===== config.mk =====
export PLATFORM = sky130hd
export DESIGN_NAME = mem_port_arbiter
export DESIGN_NICKNAME = d
export VERILOG_FILES = /design/src/rtl/mem_arb_pkg.sv /design/src/rtl/arb_pick.sv /design/src/rtl/mem_port_arbiter.sv
export SDC_FILE = /design/constraint.sdc
export NUM_CORES = 1
export LEC_CHECK = 0
export ABC_AREA = 0
export BUFFER_PORTS_ARGS = -buffer_cell sky130_fd_sc_hd__buf_2
export CORE_MARGIN = 4
export CORE_UTILIZATION = 45
export DETAILED_ROUTE_END_ITERATION = 16
export PLACE_DENSITY = 0.79
export SLEW_MARGIN = 0
export SYNTH_ARGS = -nofsm -noshare
export SYNTH_HDL_FRONTEND = slang
export SYNTH_SLANG_ARGS = --single-unit

===== constraint.sdc =====
create_clock -name CLK -period 1.5 [get_ports CLK]
set_input_delay 0 -clock CLK [delete_from_list [all_inputs] [get_ports CLK]]
set_output_delay 0 -clock CLK [all_outputs]
set_load 0.02 [all_outputs]

===== src/rtl/mem_arb_pkg.sv =====
// mem_arb_pkg
//   Types and constants that the two-port RAM arbiter and its winner-select
//   sub-module share.
//   Contents:
//     ADDR_W_DEF / DATA_W_DEF : default RAM word-address and data widths
//     NUM_REQ                 : number of requesters (fixed at 2)
//     arb_state_e             : arbiter FSM states IDLE, ACCESS, RESP
package mem_arb_pkg;

    localparam int ADDR_W_DEF = 12;
    localparam int DATA_W_DEF = 32;
    localparam int NUM_REQ    = 2;

    typedef enum logic [1:0] {
        IDLE   = 2'd0,
        ACCESS = 2'd1,
        RESP   = 2'd2
    } arb_state_e;

endpackage


===== src/rtl/arb_pick.sv =====
// arb_pick
//   Purely combinational winner selection for the two-requester arbiter.
//   Ports:
//     req  in  NUM_REQ : request bits, bit i belongs to requester i
//     last in  1       : index of the requester served last
//     gnt  out NUM_REQ : one-hot winner, all zero when req == 0
//   A lone requester always wins. On a tie the requester that was not served
//   last wins. Feeding last = 1 constantly gives fixed priority to requester 0.
module arb_pick
    import mem_arb_pkg::*;
(
    input  logic [NUM_REQ-1:0] req,
    input  logic               last,
    output logic [NUM_REQ-1:0] gnt
);

    always_comb begin
        gnt = '0;
        case (req)
            2'b01:   gnt = 2'b01;
            2'b10:   gnt = 2'b10;
            2'b11:   gnt = last ? 2'b01 : 2'b10;
            default: gnt = '0;
        endcase
    end

endmodule


===== src/rtl/mem_port_arbiter.sv =====
// mem_port_arbiter
//   Shares one synchronous single-port RAM between two requesters. Each access
//   walks IDLE -> ACCESS -> RESP -> IDLE, so done arrives 3 cycles after the
//   request is sampled and the RAM serves at most one access per 3 cycles.
//   Configuration macro:
//     MEM_ARB_ROUND_ROBIN_EN : defined   -> ties go to the requester not served
//                                           last (last-served pointer kept)
//                              undefined -> requester 0 always wins ties, no
//                                           pointer register
//   Ports:
//     CLK, RST         : clock (rising edge), synchronous active-high reset
//     req, we          : per-requester request and write enable (1 = write)
//     addr0/1, wdata0/1: per-requester word address and write data
//     gnt              : one-hot grant, held from ACCESS through RESP
//     done             : one-cycle completion pulse for the winner
//     rdata            : read data (0 after a write), valid while done is high
//     ram_*            : RAM chip select, direction (1 = read), address, data
//     ram_rdata        : RAM read data, valid the cycle after the read edge
//     dbg_state        : current FSM state
//   Handshake: a requester raises req and keeps its we/addr/wdata stable until
//   the cycle after it is sampled in IDLE; from then the access is committed
//   and req is ignored until the FSM returns to IDLE. A req still high in the
//   done cycle is sampled as a fresh request.
module mem_port_arbiter
    import mem_arb_pkg::*;
#(
    parameter int ADDR_W = ADDR_W_DEF,
    parameter int DATA_W = DATA_W_DEF
) (
    input  logic               CLK,
    input  logic               RST,
    input  logic [1:0]         req,
    input  logic [1:0]         we,
    input  logic [ADDR_W-1:0]  addr0,
    input  logic [ADDR_W-1:0]  addr1,
    input  logic [DATA_W-1:0]  wdata0,
    input  logic [DATA_W-1:0]  wdata1,
    output logic [1:0]         gnt,
    output logic [1:0]         done,
    output logic [DATA_W-1:0]  rdata,
    output logic               ram_cs,
    output logic               ram_r_w,
    output logic [ADDR_W-1:0]  ram_addr,
    output logic [DATA_W-1:0]  ram_wdata,
    input  logic [DATA_W-1:0]  ram_rdata,
    output arb_state_e         dbg_state
);

    arb_state_e          state_q, state_d;
    logic [1:0]          gnt_q, gnt_d;
    logic [1:0]          done_q, done_d;
    logic [DATA_W-1:0]   rdata_q, rdata_d;
    logic                we_q, we_d;
    logic [ADDR_W-1:0]   addr_q, addr_d;
    logic [DATA_W-1:0]   wdata_q, wdata_d;
    logic [1:0]          pick_gnt;
    logic                last_w;

`ifdef MEM_ARB_ROUND_ROBIN_EN
    logic last_q, last_d;
    assign last_w = last_q;
`else
    // Pretending requester 1 was always served last gives requester 0 every tie.
    assign last_w = 1'b1;
`endif

    arb_pick u_pick (
        .req  (req),
        .last (last_w),
        .gnt  (pick_gnt)
    );

    always_comb begin
        state_d = state_q;
        gnt_d   = gnt_q;
        done_d  = '0;
        rdata_d = rdata_q;
        we_d    = we_q;
        addr_d  = addr_q;
        wdata_d = wdata_q;
`ifdef MEM_ARB_ROUND_ROBIN_EN
        last_d  = last_q;
`endif
        case (state_q)
            IDLE: begin
                if (req != 2'b00) begin
                    state_d = ACCESS;
                    gnt_d   = pick_gnt;
                    we_d    = pick_gnt[1] ? we[1]  : we[0];
                    addr_d  = pick_gnt[1] ? addr1  : addr0;
                    wdata_d = pick_gnt[1] ? wdata1 : wdata0;
`ifdef MEM_ARB_ROUND_ROBIN_EN
                    last_d  = pick_gnt[1];
`endif
                end
            end
            ACCESS: begin
                state_d = RESP;
            end
            RESP: begin
                // RAM read data is valid now, one cycle after the ACCESS edge.
                state_d = IDLE;
                done_d  = gnt_q;
                gnt_d   = '0;
                rdata_d = we_q ? '0 : ram_rdata;
            end
            default: begin
                state_d = IDLE;
                gnt_d   = '0;
            end
        endcase
    end

    always_ff @(posedge CLK) begin
        if (RST) begin
            state_q <= IDLE;
            gnt_q   <= '0;
            done_q  <= '0;
            rdata_q <= '0;
            we_q    <= 1'b0;
            addr_q  <= '0;
            wdata_q <= '0;
`ifdef MEM_ARB_ROUND_ROBIN_EN
            last_q  <= 1'b1;
`endif
        end else begin
            state_q <= state_d;
            gnt_q   <= gnt_d;
            done_q  <= done_d;
            rdata_q <= rdata_d;
            we_q    <= we_d;
            addr_q  <= addr_d;
            wdata_q <= wdata_d;
`ifdef MEM_ARB_ROUND_ROBIN_EN
            last_q  <= last_d;
`endif
        end
    end

    // RAM pins are idle (deselected, read direction, zero bus) outside ACCESS,
    // so reset drops them immediately without extra flops.
    always_comb begin
        ram_cs    = (state_q == ACCESS);
        ram_r_w   = (state_q == ACCESS) ? ~we_q   : 1'b1;
        ram_addr  = (state_q == ACCESS) ? addr_q  : '0;
        ram_wdata = (state_q == ACCESS) ? wdata_q : '0;
    end

    assign gnt       = gnt_q;
    assign done      = done_q;
    assign rdata     = rdata_q;
    assign dbg_state = state_q;

endmodule

After elaboration in Yosys (flattened, before gate mapping)
Cells that the tools add are included.
{ "classes": {"n_eq_ne": 6, "n_mux": 12, "bitwise": 3, "reduce_logical": 6} }
{ "op_table": {"columns": ["cell", "count"], "rows": [
  ["32-bit two-way mux", 3],
  ["12-bit two-way mux", 2],
  ["2-bit case mux with 2 select lines", 3],
  ["2-bit equality test (second input constant)", 3],
  ["2-bit by 1-bit equality test with 1-bit output (second input constant)", 2],
  ["2-bit two-way mux", 2],
  ["2-bit AND reduction", 2],
  ["2-bit OR reduction", 2],
  ["1-bit NOT", 3],
  ["2-bit logical NOT", 1],
  ["1-bit two-way mux", 2],
  ["2-bit != test (second input constant)", 1],
  ["2-bit nonzero test", 1]
]} }
{ "totals": {"ff_bits": 83, "inputBits": 126, "output_inout_bits": 84, "wordCells": 34} }

Depth between registers and ports, before layout
Gate-level depths: netlist of run 1.
{ "depth": {"word_depth": 5, "depth_mapped": 6, "depth_no_buf": 3} }

By module
From an unflattened synthesis of run 1, not the netlist that was laid out.
{ "hier_totals": {"cells_unflattened": 400, "area_unflattened_um2": 3771.1} }
{ "modules_own_cells": {"columns": ["module", "instances", "cells_each", "area_each_um2", "seq_area_each_um2"], "rows": [
  ["mem_port_arbiter", 1, 397, 3752.3, 1661.6],
  ["arb_pick", 1, 3, 18.8, 0.0]
]} }

Worst setup path before layout of run 1
OpenSTA, ideal clock, no wires.
{ "synth_timing": {"kind": "register to register", "from": "reg state_q[1], in the netlist dbg_state[1]", "to": "reg rdata_q[0], in the netlist rdata[0]", "setup_ps": 59, "t_arrival_ps": 1394, "t_required_ps": 1441, "slack_ps": 47, "path_stages_with_launch": 7, "path_buffers": 3, "synth_period_minus_slack_ps": 1453, "path_cell_list": "dfxtp_1 -> buf_2 -> nor3b_1 -> nor2b_1 -> buf_2 -> buf_4 -> a22o_1"} }
{ "synth_via": {"elab_chain_len": 1} }
{ "synth_rtl": {"columns": ["item", "line", "rtl"], "rows": [
  ["start: declaration", "mem_port_arbiter.sv:49", "arb_state_e state_q, state_d;"],
  ["start signal: assignment", "mem_port_arbiter.sv:127", "state_q <= state_d;"],
  ["2-bit equality test", "mem_port_arbiter.sv:84", "case (state_q)"],
  ["end signal: assignment", "mem_port_arbiter.sv:130", "rdata_q <= rdata_d;"],
  ["end: declaration", "mem_port_arbiter.sv:52", "logic [DATA_W-1:0] rdata_q, rdata_d;"]
]} }
Every way passes these cells.
A chain may end at the register's enable or synchronous reset.

Worst setup path in the final report of run 1
{ "layout_timing": {"from": "reg state_q[0], in the netlist dbg_state[0]", "to": "out ram_wdata[24]"} }
{ "layout_via": {"elab_chain_len": 2} }
{ "layout_rtl": {"columns": ["item", "line", "rtl"], "rows": [
  ["2-bit by 1-bit equality test with 1-bit output", "mem_port_arbiter.sv:146", "ram_wdata = (state_q == ACCESS) ? wdata_q : '0;"],
  ["32-bit two-way mux", "mem_port_arbiter.sv:146", null],
  ["end: declaration", "mem_port_arbiter.sv:44", "output logic [DATA_W-1:0] ram_wdata,"]
]} }
Every way passes these cells.

==> results of run 1 <==
[synth_stat cells (2+ instances only)]
cell type  instances  area, sq um
a311oi_2          39          586
nor3_1             2         10.0
dfxtp_1           83         1660
buf_6              6         67.6
a21oi_1           48          240
nand2_1           91          342
nor2b_1            4         25.0
buf_2             16         80.1
clkbuf_1          16         60.1
a22o_1            32          280
a311oi_1           6         52.6
and2_1            46          288
nand2b_1           2         12.5
buf_4              3         22.5
[state kept, by name, indices dropped and copies added (netlist names)]
| register | cells |
|---|---|
| rdata | 32 |
| wdata_q | 32 |
| addr_q | 12 |
| dbg_state | 2 |
| done | 2 |
| gnt | 2 |
| we_q | 1 |
[worst min path at each step]
stage,end,from
global route,done[0]$_SDFF_PP0_,RST
global placement,rdata[14]$_SDFFE_PP0N_,ram_rdata[14]
CTS,gnt[1]$_SDFFE_PP0P_,req[1]
floorplan,rdata[0]$_SDFFE_PP0N_,ram_rdata[0]
finish,done[0]$_SDFF_PP0_,RST
detailed placement,rdata[19]$_SDFFE_PP0N_,ram_rdata[19]
[layout make-up]
type	instances	area [sq um]
antenna	1	2.50
clock buffer	10	128
clock inverter	6	90.1
fill	418	1410
inverter	1	6.26
multi-input combinational	276	1940
sequential	83	1670
tap	105	131
timing repair buffer	356	2800
[cells in the final DEF (no fill, tap or decap), drive strengths merged]
| master | instances |
|---|---|
| a21oi | 48 |
| a22o | 32 |
| a311oi | 45 |
| and2 | 47 |
| buf | 231 |
| bufinv | 2 |
| clkbuf | 13 |
| clkinv | 3 |
| clkinvlp | 1 |
| dfxtp | 83 |
| diode | 1 |
| dlygate4sd3 | 122 |
| inv | 1 |
| nand2 | 91 |
| nand2b | 2 |
| nor2 | 2 |
| nor2b | 4 |
| nor3 | 2 |
| nor3b | 1 |
| nor4 | 1 |
| or2 | 1 |
[power breakdown]
group	switching [mW]	total, mW	internal, mW
clock network	0.821	1.76	0.942
registers	0.111	2.49	2.38
logic	0.850	1.70	0.854
total	1.78	5.96	4.18
[critical path: cells and delay by family, from the launching register on]
family | cells | cell delay, ps
DFF | 1 | 390
buffers and inverters | 4 | 490
and+or+nand+nor | 2 | 290
[logic make-up after synthesis]
group / Yosys count / share of synthesized area
AO/OA/AOI/OAI: 125 / 0.307
buffers and inverters: 43 / 0.0629
flip-flops: 83 / 0.440
AND/OR/NAND/NOR: 151 / 0.191
[timing repair]
action | CTS | global route
cloned | 1 | 5
pin swaps | 0 | 2
endpoints found under the setup margin | 45 | 50
setup buffers | 0 | 3
resized for setup | 14 | 73
hold buffers | 122 | 0
hold endpoints to repair | 77 | 0
[routing by layer]
layer | up-vias | wire length, um | track usage
met1 | 2211 | 6070 | 0.353
met5 | - | 0 | 0
met2 | 418 | 8140 | 0.516
li1 | 2090 | - | -
met4 | 0 | 1040 | 0.164
met3 | 99 | 1990 | 0.0968
[stage by stage]
stage	setup TNS, ps	worst slack [ps]
finish	-12.1	-12.1
global route	-727	-77.0
CTS	-10.5	-10.5
detailed placement	0	75.9
global placement	0	171
floorplan	0	46.9
==> impl_metrics.py, run 1 <==
metrics = {
    "sta": {
        "slew_headroom": 0.716,
        "fin_ws_ps": -12.1,
        "setup_viol_count_final": 1,
        "fin_worst_hold_slack_ps": 24.5,
        "finalHoldViolations": 0,
        "skew_ps": 10.2,
        "slew_viol_final": 0,
        "period_needed_ps": 1510,
        "tightest_slew_ps": 427,
        "finalCritPeriodShare": 1.01,
        "rsz0062_at_grt": "yes",
        "timing.fmax_ghz": 0.661,
    },
    "pwr": {
        "finalPower_mw": 5.96,
        "p_per_area_mw_per_mm2": 881,
        "power.leakage_nw": 3.10,
        "ir_drop_uv": 613,
    },
    "grt": {
        "grt_max_degree": 36,
        "grt_pass1_vias": 4807,
        "antenna_found_initial": 0,
        "grt.overflow.total": 0,
        "grt_pass1_wl_um": 24300,
        "grt_use_total": 0.309,
    },
    "layout": {
        "final_cells": 838,
        "nNetsFinal": 853,
        "drive_gt1_frac": 0.426,
        "final_util": 0.828,
        "area_delta_synth_final_pct": 79.1,
        "final_area_sq_mm": 0.00677,
    },
    "yosys": {
        "ys_types": 22,
        "ys_seq_area_frac": 0.440,
        "ys_warn_count": 0,
        "netlist_area_sq_mm": 0.00378,
        "synth_edf_count": 0,
        "syn-num-nets": 528,
        "synthCells": 402,
        "async_flop_share": 0,
        "syn_avg_cell_area_sq_um": 9.40,
        "synth_flop_cell": "dfxtp_1",
        "ys_ff_latch": 83,
    },
    "clock_network": {
        "cts_made_buffers": 9,
        "cts_buffer_depth": 2,
        "clock_sinks": 83,
        "clk_latency_ps": 350,
        "root_buffer": "clkbuf_8",
        "clk_pin_slew_ps": 80,
        "cts_tree": "done",
        "htreeDepth": 3,
    },
    "critical_path": {
        "critPathCaptureType": "output pin",
        "slowest_stage": "dfxtp_4",
        "critical_path.startpoint_type": "flip-flop",
        "reg2reg_from": "dbg_state[0]$_SDFFE_PP0P_",
        "required_ps": 1500,
        "crit_type": "reg2out",
        "crit_path_end": "ram_wdata[24]",
        "slowest_delay_ps": 390,
        "cp.arrival_ps": 1510,
        "worstSetupStartpoint": "dbg_state[0]$_SDFFE_PP0P_",
        "r2r-end": "wdata_q[25]$_SDFFE_PP0P_",
        "cp_max_fo": 7,
        "crit_chain": "inv_4 -> nor2_4 -> buf_12 -> buf_6 -> and2_1 -> buf_4",
        "reg2regPathDepth": 5,
        "rrSetupSlack_ps": 50,
    },
    "floorplan": {
        "fp-row-count": 33,
        "ios": 210,
        "die_w_um": 99.6,
        "coreArea_sq_mm": 0.00818,
        "dieArea_sq_mm": 0.00993,
        "initial_core_util": 0.462,
        "die_h_um": 99.6,
    },
    "worst_hold_path": {
        "hold_depth": 3,
        "holdCritPathClass": "in2reg",
    },
    "detailed_routing": {
        "drt_iter0_drc": 337,
        "viasPerCell": 5.75,
        "drc_errors": 0,
        "drtAntennaViolNets": 0,
        "routedWlPerCell_um": 20.6,
        "vias": 4818,
        "first_pass_iters": 5,
        "wl_um": 17200,
    },
    "place": {
        "hpwl_um": 8010,
        "io_buffers": 209,
        "routabilityCongestion": 0.818,
        "place_area_sq_mm": 0.00493,
        "dp_cells": 690,
    },
    "outcome": {
        "violations": "negative setup slack",
        "status": "finished, violations left",
    },
    "flow_run": {
        "maxCapViolations": 0,
    },
}
(Power assumes the default switching activity.)
==> run 2: changes to the inputs <==
- CORE_UTILIZATION: 45 -> 44
- PLACE_DENSITY: 0.79 -> 0.78
- SYNTH_HIERARCHICAL: default -> 1
==> run 2 against run 1 <==
Effect of this change:
- critical path type unchanged
- the run now ends clean
- worst setup slack gained 12 ps
- area after synthesis shrank 0.20%
- worst hold slack lost 6.3 ps
==> impl_metrics.py, run 2 <==
metrics = {
    "clock_network": {
        "root_buffer": "clkbuf_8",
        "clk_pin_slew_ps": 90,
        "htreeDepth": 3,
        "cts_made_buffers": 9,
        "cts_buffer_depth": 2,
        "clk_latency_ps": 340,
        "cts_tree": "done",
        "clock_sinks": 83,
    },
    "yosys": {
        "synth_top_cell_area_share": 0.441,
        "async_flop_share": 0,
        "synth_compound_area_frac": 0.204,
        "netlist_top_cells_area": "dfxtp_1 44%, mux2i_1 12%, and2_1 7.6%",
        "synth_top_family_by_area": "compound AO/OA/AOI/OAI gates",
        "synth_flop_cell": "dfxtp_1",
        "synthDominantAreaCellType": "dfxtp_1",
        "ys_types": 20,
        "ys_ff_latch": 83,
        "syn_avg_cell_area_sq_um": 9.43,
        "synthSimpleGateAreaFrac": 0.163,
        "synthCells": 400,
        "synth_fa_ha_area_frac": 0,
        "synth_common_cells": "83 x dfxtp_1, 47 x mux2i_1, 46 x a21oi_1, 46 x and2_1",
        "ys_seq_area_frac": 0.441,
        "netlist_area_sq_mm": 0.00377,
        "synth.most_common_cell": "dfxtp_1",
        "ys_warn_count": 6,
        "synth_xor_area_frac": 0,
        "synth_edf_count": 0,
        "synth.mux.area_fraction": 0.125,
    },
    "place": {
        "routabilityCongestion": 0.759,
        "pre_cts_ws_ps": 167,
        "place_area_sq_mm": 0.00493,
        "dp_cells": 686,
        "hpwl_um": 7550,
        "io_buffers": 209,
    },
    "pwr": {
        "finalPower_mw": 5.45,
        "p_per_area_mw_per_mm2": 909,
        "ir_drop_uv": 596,
        "power.leakage_nw": 2.83,
    },
    "sta": {
        "fin_ws_ps": 0.315,
        "slew_viol_final": 0,
        "skew_ps": 7.45,
        "rsz0062_at_grt": "yes",
        "timing.fmax_ghz": 0.667,
        "period_needed_ps": 1500,
        "finalHoldViolations": 0,
        "finalCritPeriodShare": 1.00,
        "setup_viol_count_final": 0,
        "setup_tns_ps": 0,
    },
    "floorplan": {
        "fp-row-count": 33,
        "ios": 210,
        "die_h_um": 101,
        "die_w_um": 101,
        "dieArea_sq_mm": 0.0101,
        "coreArea_sq_mm": 0.00826,
        "initial_core_util": 0.457,
    },
    "layout": {
        "final_area_sq_mm": 0.00599,
        "nNetsFinal": 758,
        "multi_input_area_sq_mm": 0.00199,
        "area_delta_synth_final_pct": 58.9,
        "n_antenna_cell": 0,
        "final_cells": 742,
        "layout_common_cells": "164 x buf_2, 81 x dfxtp_1, 47 x mux2i_1",
        "drive_gt1_frac": 0.462,
        "n_fill_cell": 635,
        "regArea_sq_mm": 0.00167,
        "final_common_cell": "buf_2",
    },
    "outcome": {
        "status": "finished clean",
    },
    "grt": {
        "grt.busiest_layer": "met2",
        "grt_use_met2": 0.370,
        "antenna_found_initial": 0,
        "grt_max_degree": 62,
        "grt_pass1_vias": 3687,
        "grt_use_total": 0.209,
        "grt_pass1_wl_um": 17000,
        "grtUsageMet3": 0.0443,
        "grtUsageMet1": 0.236,
        "grt.overflow.total": 0,
    },
    "flow_run": {
        "maxCapViolations": 0,
    },
    "critical_path": {
        "required_ps": 1500,
        "critPathCaptureType": "output pin",
        "cp.arrival_ps": 1500,
        "critical_path.startpoint_type": "flip-flop",
        "cp_max_fo": 7,
        "crit_type": "reg2out",
    },
    "worst_hold_path": {
        "holdCritPathClass": "in2reg",
    },
    "detailed_routing": {
        "vias": 3885,
        "wl_um": 11900,
        "routedWlPerCell_um": 16.1,
        "first_pass_iters": 4,
        "viasPerCell": 5.24,
        "drtAntennaViolNets": 0,
        "drt_iter0_drc": 140,
        "drc_errors": 0,
    },
}
-- run 2: cell types whose count changed in the layout (fill, tap and decap cells not counted), sizes merged, moves of 3 or more --
cell | before | now
nor2b | 4 | 1
nand2 | 91 | 1
o21ai | 0 | 45
buf | 231 | 226
a311oi | 45 | 0
or3 | 0 | 45
inv | 1 | 5
dlygate4sd3 | 122 | 32
mux2i | 0 | 47
-- run 2: area by class of cell --
type | count | area share
inverter | 2 | 0.00125
timing repair buffer | 262 | 0.330
sequential | 83 | 0.278
clock buffer | 9 | 0.0207
tap | 105 | 0.0219
multi-input combinational | 274 | 0.331
clock inverter | 7 | 0.0165
-- run 2: layer usage --
layer	vias to the layer above	routed length [um]
met5	-	0
met4	0	421
met3	35	693
met2	154	6220
met1	1803	4590
li1	1893	-
-- run 2: report_power, final --
group          switching [mW]  leakage, nW  internal (mW)
logic                   0.585         2.04          0.650
registers              0.0794        0.680           2.35
clock network           0.830        0.111          0.953
total                    1.50         2.83           3.95
-- run 2: worst paths after layout --
path | cells after the start | endpoint | slack (ps) | from
max | 6 | ram_wdata[21] | 0.3 | dbg_state[1]$_SDFFE_PP0P_
min | 3 | done[1]$_SDFF_PP0_ | 20 | RST
max reg2reg | 4 | wdata_q[11]$_SDFFE_PP0P_ | 170 | dbg_state[0]$_SDFFE_PP0P_
min reg2reg | 2 | wdata_q[20]$_SDFFE_PP0P_ | 470 | wdata_q[20]$_SDFFE_PP0P_
-- run 2: kinds of logic (layout without fill, tap and decap cells) --
| logic type | after synthesis | count (layout) |
|---|---|---|
| compound gates | 126 | 126 |
| simple gates | 99 | 99 |
| flops | 83 | 83 |
| mux | 47 | 47 |
| buf+inv | 44 | 280 |
| other cells | 1 | 2 |
-- run 2: repair_timing --
action,4_1_cts,5_1_grt
gates cloned,0,5
setup endpoints to repair,45,45
endpoints found under the hold margin,32,0
buffers inserted,0,3
resized for setup,42,87
pin swaps,0,39
hold buffers,32,0
-- run 2: stage by stage --
step | hold slack [ps] | utilization
2_1_floorplan | 126 | -
3_5_place_dp | 213 | 0.597
6_report | 18.2 | 0.725
5_1_grt | 25.1 | 0.725
4_1_cts | 0.979 | 0.676
3_3_place_gp | 210 | 0.597
-- run 2: worst max-delay path: stages, from the launching register on --
cell and delay [ps]:
dfxtp_4 380, buf_12 130, nor2_4 90, buf_12 150, buf_6 130, and2_1 120
buf_4 140
==> run 3: changes to the inputs <==
- RECOVER_POWER: default -> 50
==> run 3 against run 2 <==
Effect of this change:
- power hardly changed
- wire length is 0.67% higher
- clock-buffer cell count stayed put
- via count is 0.31% higher
- non-clock buffer count stayed put
- critical endpoint unchanged
==> impl_metrics.py, run 3 (same netlist as run 2, synthesis figures left out) <==
metrics = {
    "pwr": {
        "clkPwrFrac": 0.327,
        "p_int_mw": 3.95,
        "switching_share": 0.275,
        "power.leakage_nw": 2.80,
        "power_frac_seq": 0.446,
        "ir_drop_uv": 597,
        "switchingPower_mw": 1.50,
        "p_comb_frac": 0.227,
        "p_per_area_mw_per_mm2": 911,
        "finalPower_mw": 5.45,
    },
    "layout": {
        "final_area_sq_mm": 0.00598,
        "n_antenna_cell": 0,
        "nNetsFinal": 758,
        "final_common_cell": "buf_2",
        "area_delta_synth_final_pct": 58.6,
        "multi_input_area_sq_mm": 0.00199,
        "layout_common_cells": "157 x buf_2, 81 x dfxtp_1, 47 x mux2i_1",
        "n_fill_cell": 639,
        "regArea_sq_mm": 0.00167,
        "drive_gt1_frac": 0.451,
    },
    "sta": {
        "finalCritPeriodShare": 1.00,
        "setup_viol_count_final": 0,
        "finalHoldViolations": 0,
        "slew_viol_final": 0,
        "skew_ps": 7.56,
        "timing.fmax_ghz": 0.667,
        "rsz0062_at_grt": "yes",
        "setup_tns_ps": 0,
        "period_needed_ps": 1500,
    },
    "grt": {
        "grt_use_met2": 0.370,
        "grtUsageMet1": 0.236,
        "grt_use_total": 0.209,
        "grt.busiest_layer": "met2",
        "grt_max_degree": 62,
        "antenna_found_initial": 0,
        "grt_pass1_vias": 3687,
        "grtUsageMet3": 0.0443,
        "grt.overflow.total": 0,
        "grt_pass1_wl_um": 17000,
    },
    "critical_path": {
        "critPathCaptureType": "output pin",
        "cp_max_fo": 7,
        "crit_family": "buffers and inverters",
        "slowest_stage": "dfxtp_4",
        "worstSetupStartpoint": "dbg_state[1]$_SDFFE_PP0P_",
        "worst-path-buf-inv": 4,
        "reg2regPathDepth": 4,
        "reg2reg_from": "dbg_state[0]$_SDFFE_PP0P_",
        "critical_path.startpoint_type": "flip-flop",
        "slowest_delay_ps": 380,
        "r2r-end": "wdata_q[11]$_SDFFE_PP0P_",
        "required_ps": 1500,
        "crit_chain": "buf_12 -> nor2_4 -> buf_12 -> buf_6 -> and2_1 -> buf_4",
        "cp.arrival_ps": 1500,
        "crit_type": "reg2out",
        "path_common_cell": "buf_12",
        "rrSetupSlack_ps": 170,
    },
    "detailed_routing": {
        "vias": 3897,
        "routedWlPerCell_um": 16.2,
        "drc_errors": 0,
        "first_pass_iters": 4,
        "wl_um": 12000,
        "drtAntennaViolNets": 0,
        "drt_iter0_drc": 154,
        "viasPerCell": 5.25,
    },
    "clock_network": {
        "cts_made_buffers": 9,
        "cts_tree": "done",
        "cts_buffer_depth": 2,
        "clock_sinks": 83,
        "htreeDepth": 3,
        "root_buffer": "clkbuf_8",
        "clk_pin_slew_ps": 90,
        "clk_latency_ps": 340,
    },
    "worst_hold_path": {
        "holdCritPathClass": "in2reg",
        "hold_depth": 3,
        "worstHoldStart": "RST",
        "holdPathEnd": "done[1]$_SDFF_PP0_",
    },
    "flow_run": {
        "maxCapViolations": 0,
    },
    "floorplan": {
        "die_w_um": 101,
        "initial_core_util": 0.457,
        "ios": 210,
        "fp-row-count": 33,
        "dieArea_sq_mm": 0.0101,
        "coreArea_sq_mm": 0.00826,
        "die_h_um": 101,
    },
    "outcome": {
        "status": "finished clean",
    },
    "place": {
        "hpwl_um": 7550,
        "routabilityCongestion": 0.759,
        "io_buffers": 209,
        "place_area_sq_mm": 0.00493,
    },
}
[run 3: cell count changes in the layout (fill, tap and decap cells not counted), sizes merged]
cell and change:
buf -7, clkbuf +7
[run 3: power by group through the flow]
stage	Combinational (mW)	Sequential (mW)	Clock, mW
6_report	1.24	2.43	1.79
5_1_grt	1.34	2.45	1.90
4_1_cts	1.08	2.42	1.83
3_5_place_dp	0.988	2.47	0
3_3_place_gp	0.962	2.46	0
2_1_floorplan	0.579	2.49	0
[run 3: repair_timing]
| item | in CTS | in global routing |
|---|---|---|
| cloned | 0 | 5 |
| pin swaps | 0 | 39 |
| setup endpoints to repair | 45 | 45 |
| hold buffers | 32 | 0 |
| resized for setup | 42 | 87 |
| hold endpoints to repair | 32 | 0 |
| setup buffers | 0 | 3 |
[run 3: area by class of cell]
class | instances | share of cell area
tap | 105 | 0.0220
clock buffer | 9 | 0.0207
timing repair buffer | 262 | 0.329
sequential | 83 | 0.279
multi-input combinational | 274 | 0.332
inverter | 2 | 0.00125
clock inverter | 7 | 0.0165
[run 3: worst max-delay path by stage]
stage	endpoint	cells past startpoint
after floorplan	ram_wdata[22]	4
final	ram_wdata[21]	6
after CTS	ram_addr[3]	5
after global routing	ram_wdata[21]	6
after global placement	wdata_q[5]$_SDFFE_PP0P_	6
after detailed placement	wdata_q[11]$_SDFFE_PP0P_	6
[run 3: metrics by stage]
step / setup slack, ps / util / hold WS (ps) / std cells
floorplan: 99.1 / - / 126 / 401
global placement: 228 / 0.597 / 210 / 686
detailed placement: 167 / 0.597 / 213 / 686
CTS: -34.9 / 0.676 / 0.979 / 734
global route: -58.2 / 0.724 / 25.1 / 742
finish: 0.627 / 0.724 / 18.2 / 742
[run 3: worst reg2reg max path: cells and delay by family, from the launching register on]
kind | cells | cell delay [ps]
flops | 1 | 350
compound gates | 2 | 360
simple gates | 1 | 370
buf+inv | 1 | 180
[run 3: routing by layer]
| layer | share of wire | vias up |
|---|---|---|
| met3 | 0.056 | 35 |
| li1 | - | 1891 |
| met2 | 0.52 | 148 |
| met4 | 0.035 | 0 |
| met1 | 0.39 | 1823 |
| met5 | 0 | - |
